### config.mk
export PLATFORM = sky130hd
export DESIGN_NAME = plab5_mcore_mem_acc_tracked
export DESIGN_NICKNAME = d
export VERILOG_FILES = /design/src/rtl/plab5_mcore_mem_acc_tracked.sv
export SDC_FILE = /design/constraint.sdc
export NUM_CORES = 1
export LEC_CHECK = 0
export CORE_MARGIN = 10
export CORE_UTILIZATION = 41
export CTS_BUF_LIST = sky130_fd_sc_hd__clkbuf_8
export CTS_CLUSTER_DIAMETER = 150
export DETAILED_ROUTE_END_ITERATION = 8
export PLACE_DENSITY = 0.95
export SLEW_MARGIN = 10
export SYNTH_ARGS = -nofsm -noshare
export SYNTH_HDL_FRONTEND = slang
export SYNTH_SLANG_ARGS = --single-unit
### constraint.sdc
create_clock -name clk -period 7.45 [get_ports clk]
set_input_delay 1.49 -clock clk [delete_from_list [all_inputs] [get_ports clk]]
set_output_delay 1.49 -clock clk [all_outputs]
set_load 0.005 [all_outputs]
### src/rtl/plab5_mcore_mem_acc_tracked.sv
// Level-checked memory gate: allowed requests pass combinationally, denied ones get a local reply next cycle,
// and responses return in acceptance order. Backpressure: net_req_rdy drops when tracking is full or draining.
module plab5_mcore_mem_acc_tracked #(
    parameter int p_opaque_nbits = 8,
    parameter int p_addr_nbits   = 32,
    parameter int p_data_nbits   = 32,
    parameter int p_level_nbits  = 2,
    parameter int p_num_pending  = 4,
    localparam int c_len_nbits   = $clog2(p_data_nbits / 8),
    localparam int c_req_nbits   = 3 + p_opaque_nbits + p_addr_nbits + c_len_nbits + p_data_nbits,
    localparam int c_resp_nbits  = 3 + p_opaque_nbits + c_len_nbits + p_data_nbits
) (
    input  logic                      clk,
    input  logic                      reset,
    input  logic [p_level_nbits-1:0]  mem_sec_level,
    input  logic [p_level_nbits-1:0]  req_sec_level,
    input  logic [c_req_nbits-1:0]    net_req_msg,
    input  logic                      net_req_val,
    output logic                      net_req_rdy,
    output logic [c_req_nbits-1:0]    mem_req_msg,
    output logic                      mem_req_val,
    input  logic                      mem_req_rdy,
    input  logic [c_resp_nbits-1:0]   mem_resp_msg,
    input  logic                      mem_resp_val,
    output logic                      mem_resp_rdy,
    output logic [c_resp_nbits-1:0]   net_resp_msg,
    output logic                      net_resp_val,
    input  logic                      net_resp_rdy,
    output logic [p_level_nbits-1:0]  resp_sec_level,
    output logic                      viol_pulse,
    output logic [15:0]               viol_count
);

    localparam int c_ptr_nbits = $clog2(p_num_pending);
    localparam logic [c_ptr_nbits:0] c_full = (c_ptr_nbits + 1)'(p_num_pending);

    typedef enum logic {ST_RUN, ST_DRAIN} state_t;

    state_t                     state_q, state_d;
    logic [p_level_nbits-1:0]   lvl_q;
    logic [c_ptr_nbits-1:0]     wr_ptr_q, rd_ptr_q;
    logic [c_ptr_nbits:0]       count_q;

    logic                       ent_denied [p_num_pending];
    logic [p_level_nbits-1:0]   ent_level  [p_num_pending];
    logic [2:0]                 ent_type   [p_num_pending];
    logic [p_opaque_nbits-1:0]  ent_opaque [p_num_pending];

    logic [2:0]                 req_type;
    logic [p_opaque_nbits-1:0]  req_opaque;
    logic                       req_allowed, fifo_empty, fifo_full;
    logic                       accept_ok, resp_ok, push, pop;

    assign req_type    = net_req_msg[c_req_nbits-1 -: 3];
    assign req_opaque  = net_req_msg[c_req_nbits-4 -: p_opaque_nbits];
    assign req_allowed = (req_sec_level >= lvl_q);
    assign fifo_empty  = (count_q == '0);
    assign fifo_full   = (count_q == c_full);

    always_ff @(posedge clk) begin
        if (reset) state_q <= ST_RUN;
        else       state_q <= state_d;
    end

    // A level change only takes effect once every in-flight access has answered.
    always_comb begin
        state_d = state_q;
        case (state_q)
            ST_RUN:   if (mem_sec_level != lvl_q) state_d = ST_DRAIN;
            ST_DRAIN: if (fifo_empty)             state_d = ST_RUN;
            default:  state_d = ST_RUN;
        endcase
    end

    always_comb begin
        accept_ok    = (state_q == ST_RUN) && !reset && !fifo_full;
        mem_req_msg  = net_req_msg;
        mem_req_val  = accept_ok && req_allowed && net_req_val;
        net_req_rdy  = accept_ok && (req_allowed ? mem_req_rdy : 1'b1);
        push         = net_req_val && net_req_rdy;

        resp_ok      = !reset && !fifo_empty;
        net_resp_val = resp_ok && (ent_denied[rd_ptr_q] || mem_resp_val);
        mem_resp_rdy = resp_ok && !ent_denied[rd_ptr_q] && net_resp_rdy;
        net_resp_msg = mem_resp_msg;
        if (ent_denied[rd_ptr_q])
            net_resp_msg = {ent_type[rd_ptr_q], ent_opaque[rd_ptr_q],
                            {c_len_nbits{1'b0}}, {p_data_nbits{1'b0}}};
        resp_sec_level = fifo_empty ? '0 : ent_level[rd_ptr_q];
        pop          = net_resp_val && net_resp_rdy;
    end

    always_ff @(posedge clk) begin
        if (push) begin
            ent_denied[wr_ptr_q] <= !req_allowed;
            ent_level[wr_ptr_q]  <= req_sec_level;
            ent_type[wr_ptr_q]   <= req_type;
            ent_opaque[wr_ptr_q] <= req_opaque;
        end
    end

    always_ff @(posedge clk) begin
        if (reset) begin
            lvl_q      <= mem_sec_level;
            wr_ptr_q   <= '0;
            rd_ptr_q   <= '0;
            count_q    <= '0;
            viol_pulse <= 1'b0;
            viol_count <= 16'h0;
        end else begin
            if (state_q == ST_DRAIN && state_d == ST_RUN) lvl_q <= mem_sec_level;
            if (push) wr_ptr_q <= wr_ptr_q + c_ptr_nbits'(1);
            if (pop)  rd_ptr_q <= rd_ptr_q + c_ptr_nbits'(1);
            case ({push, pop})
                2'b10:   count_q <= count_q + (c_ptr_nbits + 1)'(1);
                2'b01:   count_q <= count_q - (c_ptr_nbits + 1)'(1);
                default: count_q <= count_q;
            endcase
            viol_pulse <= push && !req_allowed;
            if (push && !req_allowed && viol_count != 16'hFFFF)
                viol_count <= viol_count + 16'd1;
        end
    end

endmodule
==> out/summary.md <==
The run finished with clean final reports. The total non-filler cell area in the finished layout was 0.00566 mm2. The worst setup path is captured at an output pin. The final layout contains routed wiring with a total length of 14400 um.

Timing would allow up to 193 MHz. After Yosys synthesis, full adders, half adders and majority gates account for 2.70% of the synthesized area. In the synthesized netlist the async set-or-reset flop fraction comes to 0%.

In this run the standard cell core region covers 0.0105 mm2. The floorplan step defined a die boundary enclosing 0.0154 mm2. The number of filler cells placed in the layout was 876; the complex-gate fraction of the synthesized area was 4.50%. After floorplanning, the core was divided into 37 placement rows. Pin slew with the least headroom to its limit: 0.997 ns.

For this run, the total global-route usage over all layers was measured as 17.7%. The global placer's final weighted congestion is 0.834. The die is 124 um tall.

For the wire length of the first global-routing pass, the log shows 20100 um. The initial utilization of the core area, before any placement, comes to 42.5%. The critical path is of the primary input to output pin type.

The die width came out at 124 um. The logs give 2938 for the via total after detailed routing and 1 for the initial antenna violation count. For the final database, setup skew stands at 0.0124 ns.

In this run the static leakage power is 1.91 nW. The worst pin sits at a relative slew slack of 33.5%. Counting every net in the synthesized netlist gives 507.

In this run the worst path has a maximum fanout of 6. At the worst endpoint, the required time is 5.96 ns. The tools report the clock latency of the later-clocked register in the worst-skew pair as 0.35 ns. The tools report the maximum number of pins on one net before global-route repair as 49.

Clock-pin slew was measured on the worst setup and hold paths at 0.08 ns. The commonest register cell after synthesis was sky130_fd_sc_hd__edfxtp_1. TritonCTS built the clock tree. The CTS buffer count was 9; the share of synthesized cell area in and, or, nand and nor gates was 13.4%. The pre-antenna-repair detailed-routing pass consisted of 4 iterations. Clock tree synthesis found a total of 85 sinks. In this design, the critical path's most frequently occurring cell is sky130_fd_sc_hd__clkdlybuf4s50_1.

The peak supply drop came out at 0.0714 mV. The slowest cell on the critical path was sky130_fd_sc_hd__clkdlybuf4s50_1. The tools report the cell area after technology mapping as 0.00444 mm2. The antenna violation net count after detailed routing came out at 0. The tools report the number of endpoints failing setup at the final stage as 0. Using the TritonRoute via totals, the vias-per-cell ratio works out to 5.10. The routed design could run at a clock period as short as 5.18 ns. The total of flip-flops plus latches after synthesis came out at 85. Setup repair after global routing left no endpoint under its margin. The total setup buffers inserted after CTS is 0. The hold-fix buffer count after cts was 0; the number of buffers between clock root and the deepest sink was 2.

The library cells used most frequently in the layout, excluding fill and tap cells, are 144 x sky130_fd_sc_hd__clkdlybuf4s50_1, 58 x sky130_fd_sc_hd__edfxtp_1, 35 x sky130_fd_sc_hd__nor2b_1, 27 x sky130_fd_sc_hd__dfxtp_1, 24 x sky130_fd_sc_hd__nor2_1. After clock tree synthesis, the repair step resized 0 gates. The worst setup path is launched from a primary input.

The portion of synthesized area spent on multiplexers is 10.6%. The logs give 277 for the top-level port count and 3134 for the via count of the first global-routing pass. After global routing the overflow that remains totals 0.

Dividing total power by cell area gives a power density of 183 mW/mm2. Traced cell by cell, the critical path runs through clkdlybuf4s50_1, inv_1, ha_1, nand2b_1, a21oi_1, nor2_1, nor2b_1, clkdlybuf4s50_1. The leading cell type in the layout, fill and taps excluded is sky130_fd_sc_hd__clkdlybuf4s50_1.

The fraction of layout instances using a drive strength above 1 is 9.11%. Once detailed placement completed, the half-perimeter wirelength came to 11600 um. The logs give 0 for the number of synthesis warnings and 0 for the final number of hold-violating endpoints. The count of maximum capacitance violations was 0; the data arrival at the endpoint of the critical path was 3.69 ns. Measured on the finished design, the core utilization comes to 54.1%. A synthesized cell averages 12.1 um2. For this run, the slowest stage of the critical path takes 0.55 ns. The synthesized design contains 58 enable-type register cells.

The routed wire length per instance was 25.0 um. In this run the worst hold path is classified as flop to flop. The number of unique standard cell types used by synthesis came out at 42. Summing the sequential cell areas from Yosys gives 51.4% of the chip area. The cell chosen for the clock root was sky130_fd_sc_hd__clkbuf_8. The first routing iteration left 119 violations. The number of DRC violations after detailed routing is 0.

The final-report max-slew violation count came out at 0. The clock tree synthesis step divided the H-tree into 3 levels. The worst path uses 69.5% of the clock period. The cell area after placement was 0.00544 mm2; the area added between synthesis and finish was 27.3%. By area, the combinational part of the netlist is dominated by buffers and inverters. Input and output buffers added on the ports amount to 144. The final sum of negative setup slack is 0 ns, and the final net count is 575. Parity-gate share of the synthesized area counting xor and xnor cells: 2.76%. After technology mapping, the gate count stands at 366.
[worst max-delay path: cells and delay by family]
kind | cells | cell delay, ns
AO/OA/AOI/OAI | 1 | 0.34
adder cells (fa/ha/maj) | 1 | 0.28
buffers and inverters | 3 | 1.14
AND/OR/NAND/NOR | 3 | 0.44
[synth_stat cells, types with 6 or more instances]
cell type                  instances  share of area, %
sky130_fd_sc_hd__buf_4            77                13
sky130_fd_sc_hd__edfxtp_1         58                39
sky130_fd_sc_hd__nor2b_1          35               4.9
sky130_fd_sc_hd__dfxtp_1          27                12
sky130_fd_sc_hd__nor2_1           24               2.0
sky130_fd_sc_hd__mux4_2           14               7.1
sky130_fd_sc_hd__xor2_1           11               2.2
sky130_fd_sc_hd__inv_1            10              0.84
sky130_fd_sc_hd__clkbuf_1          9              0.76
sky130_fd_sc_hd__mux2_2            9               2.3
sky130_fd_sc_hd__ha_1              8               2.3
sky130_fd_sc_hd__nand3_1           8              0.90
sky130_fd_sc_hd__and2_1            7              0.99
sky130_fd_sc_hd__a21oi_1           6              0.68
sky130_fd_sc_hd__nand2_1           6              0.51
[through the flow]
stage / power (mW) / setup slack [ns] / cells / hold WS, ns
after floorplan: 0.626 / 3.49 / 366 / 0.475
after global placement: 0.699 / 2.33 / 559 / 0.488
after detailed placement: 0.703 / 2.23 / 559 / 0.490
final: 1.03 / 2.27 / 576 / 0.510
after global routing: 1.08 / 2.09 / 576 / 0.524
after CTS: 1.05 / 2.23 / 575 / 0.508
[worst paths after layout]
| path | from | end | slack (ns) | cells after the start |
|---|---|---|---|---|
| setup / recovery | req_sec_level[0] | net_req_rdy | 2.27 | 8 |
| hold / removal | viol_count[15] | viol_count[15] | 0.51 | 1 |
| setup reg to reg | flop | count_q[2] | 3.69 | 8 |
| hold reg to reg | viol_count[15] | viol_count[15] | 0.51 | 1 |
[area by class of cell]
type,instances,area (um2),area share (%)
flip-flops and latches,85,2280,40.4
multi-input cells,184,1510,26.7
repair buffers,144,1440,25.5
well taps,136,170,3.01
clock buffers,9,124,2.19
clock inverters,7,90.1,1.59
inverters,10,37.5,0.664
diodes,1,2.50,0.0442
[flip-flops by register name, indices dropped and copies added, names as in the netlist, named ones only]
register and flops:
ent_type 12, viol_count 16, ent_level 8, viol_pulse 1, ent_opaque 32, ent_denied 4
count_q 3, rd_ptr_q 2, wr_ptr_q 2, state_q 1, lvl_q 2
[power by group]
group          internal, mW  switching [mW]
Combinational        0.0997          0.0655
Sequential            0.516         0.00775
Clock                 0.186           0.159
[metal layers]
metal  wire length (um)  part of all wire, %  track usage [%]
met5                  0                    0                0
met4                184                  1.3             4.39
met3               2280                   16             12.4
met2               7230                   50             29.5
met1               4720                   33             17.5
[kinds of logic after synthesis]
kind of cell | Yosys count
AND/OR/NAND/NOR | 108
buffers and inverters | 97
flip-flops | 85
multiplexers | 28
AO/OA/AOI/OAI | 25
XOR/XNOR | 14
adder cells (fa/ha/maj) | 9
Note: power is estimated with default switching activity, not from simulation.
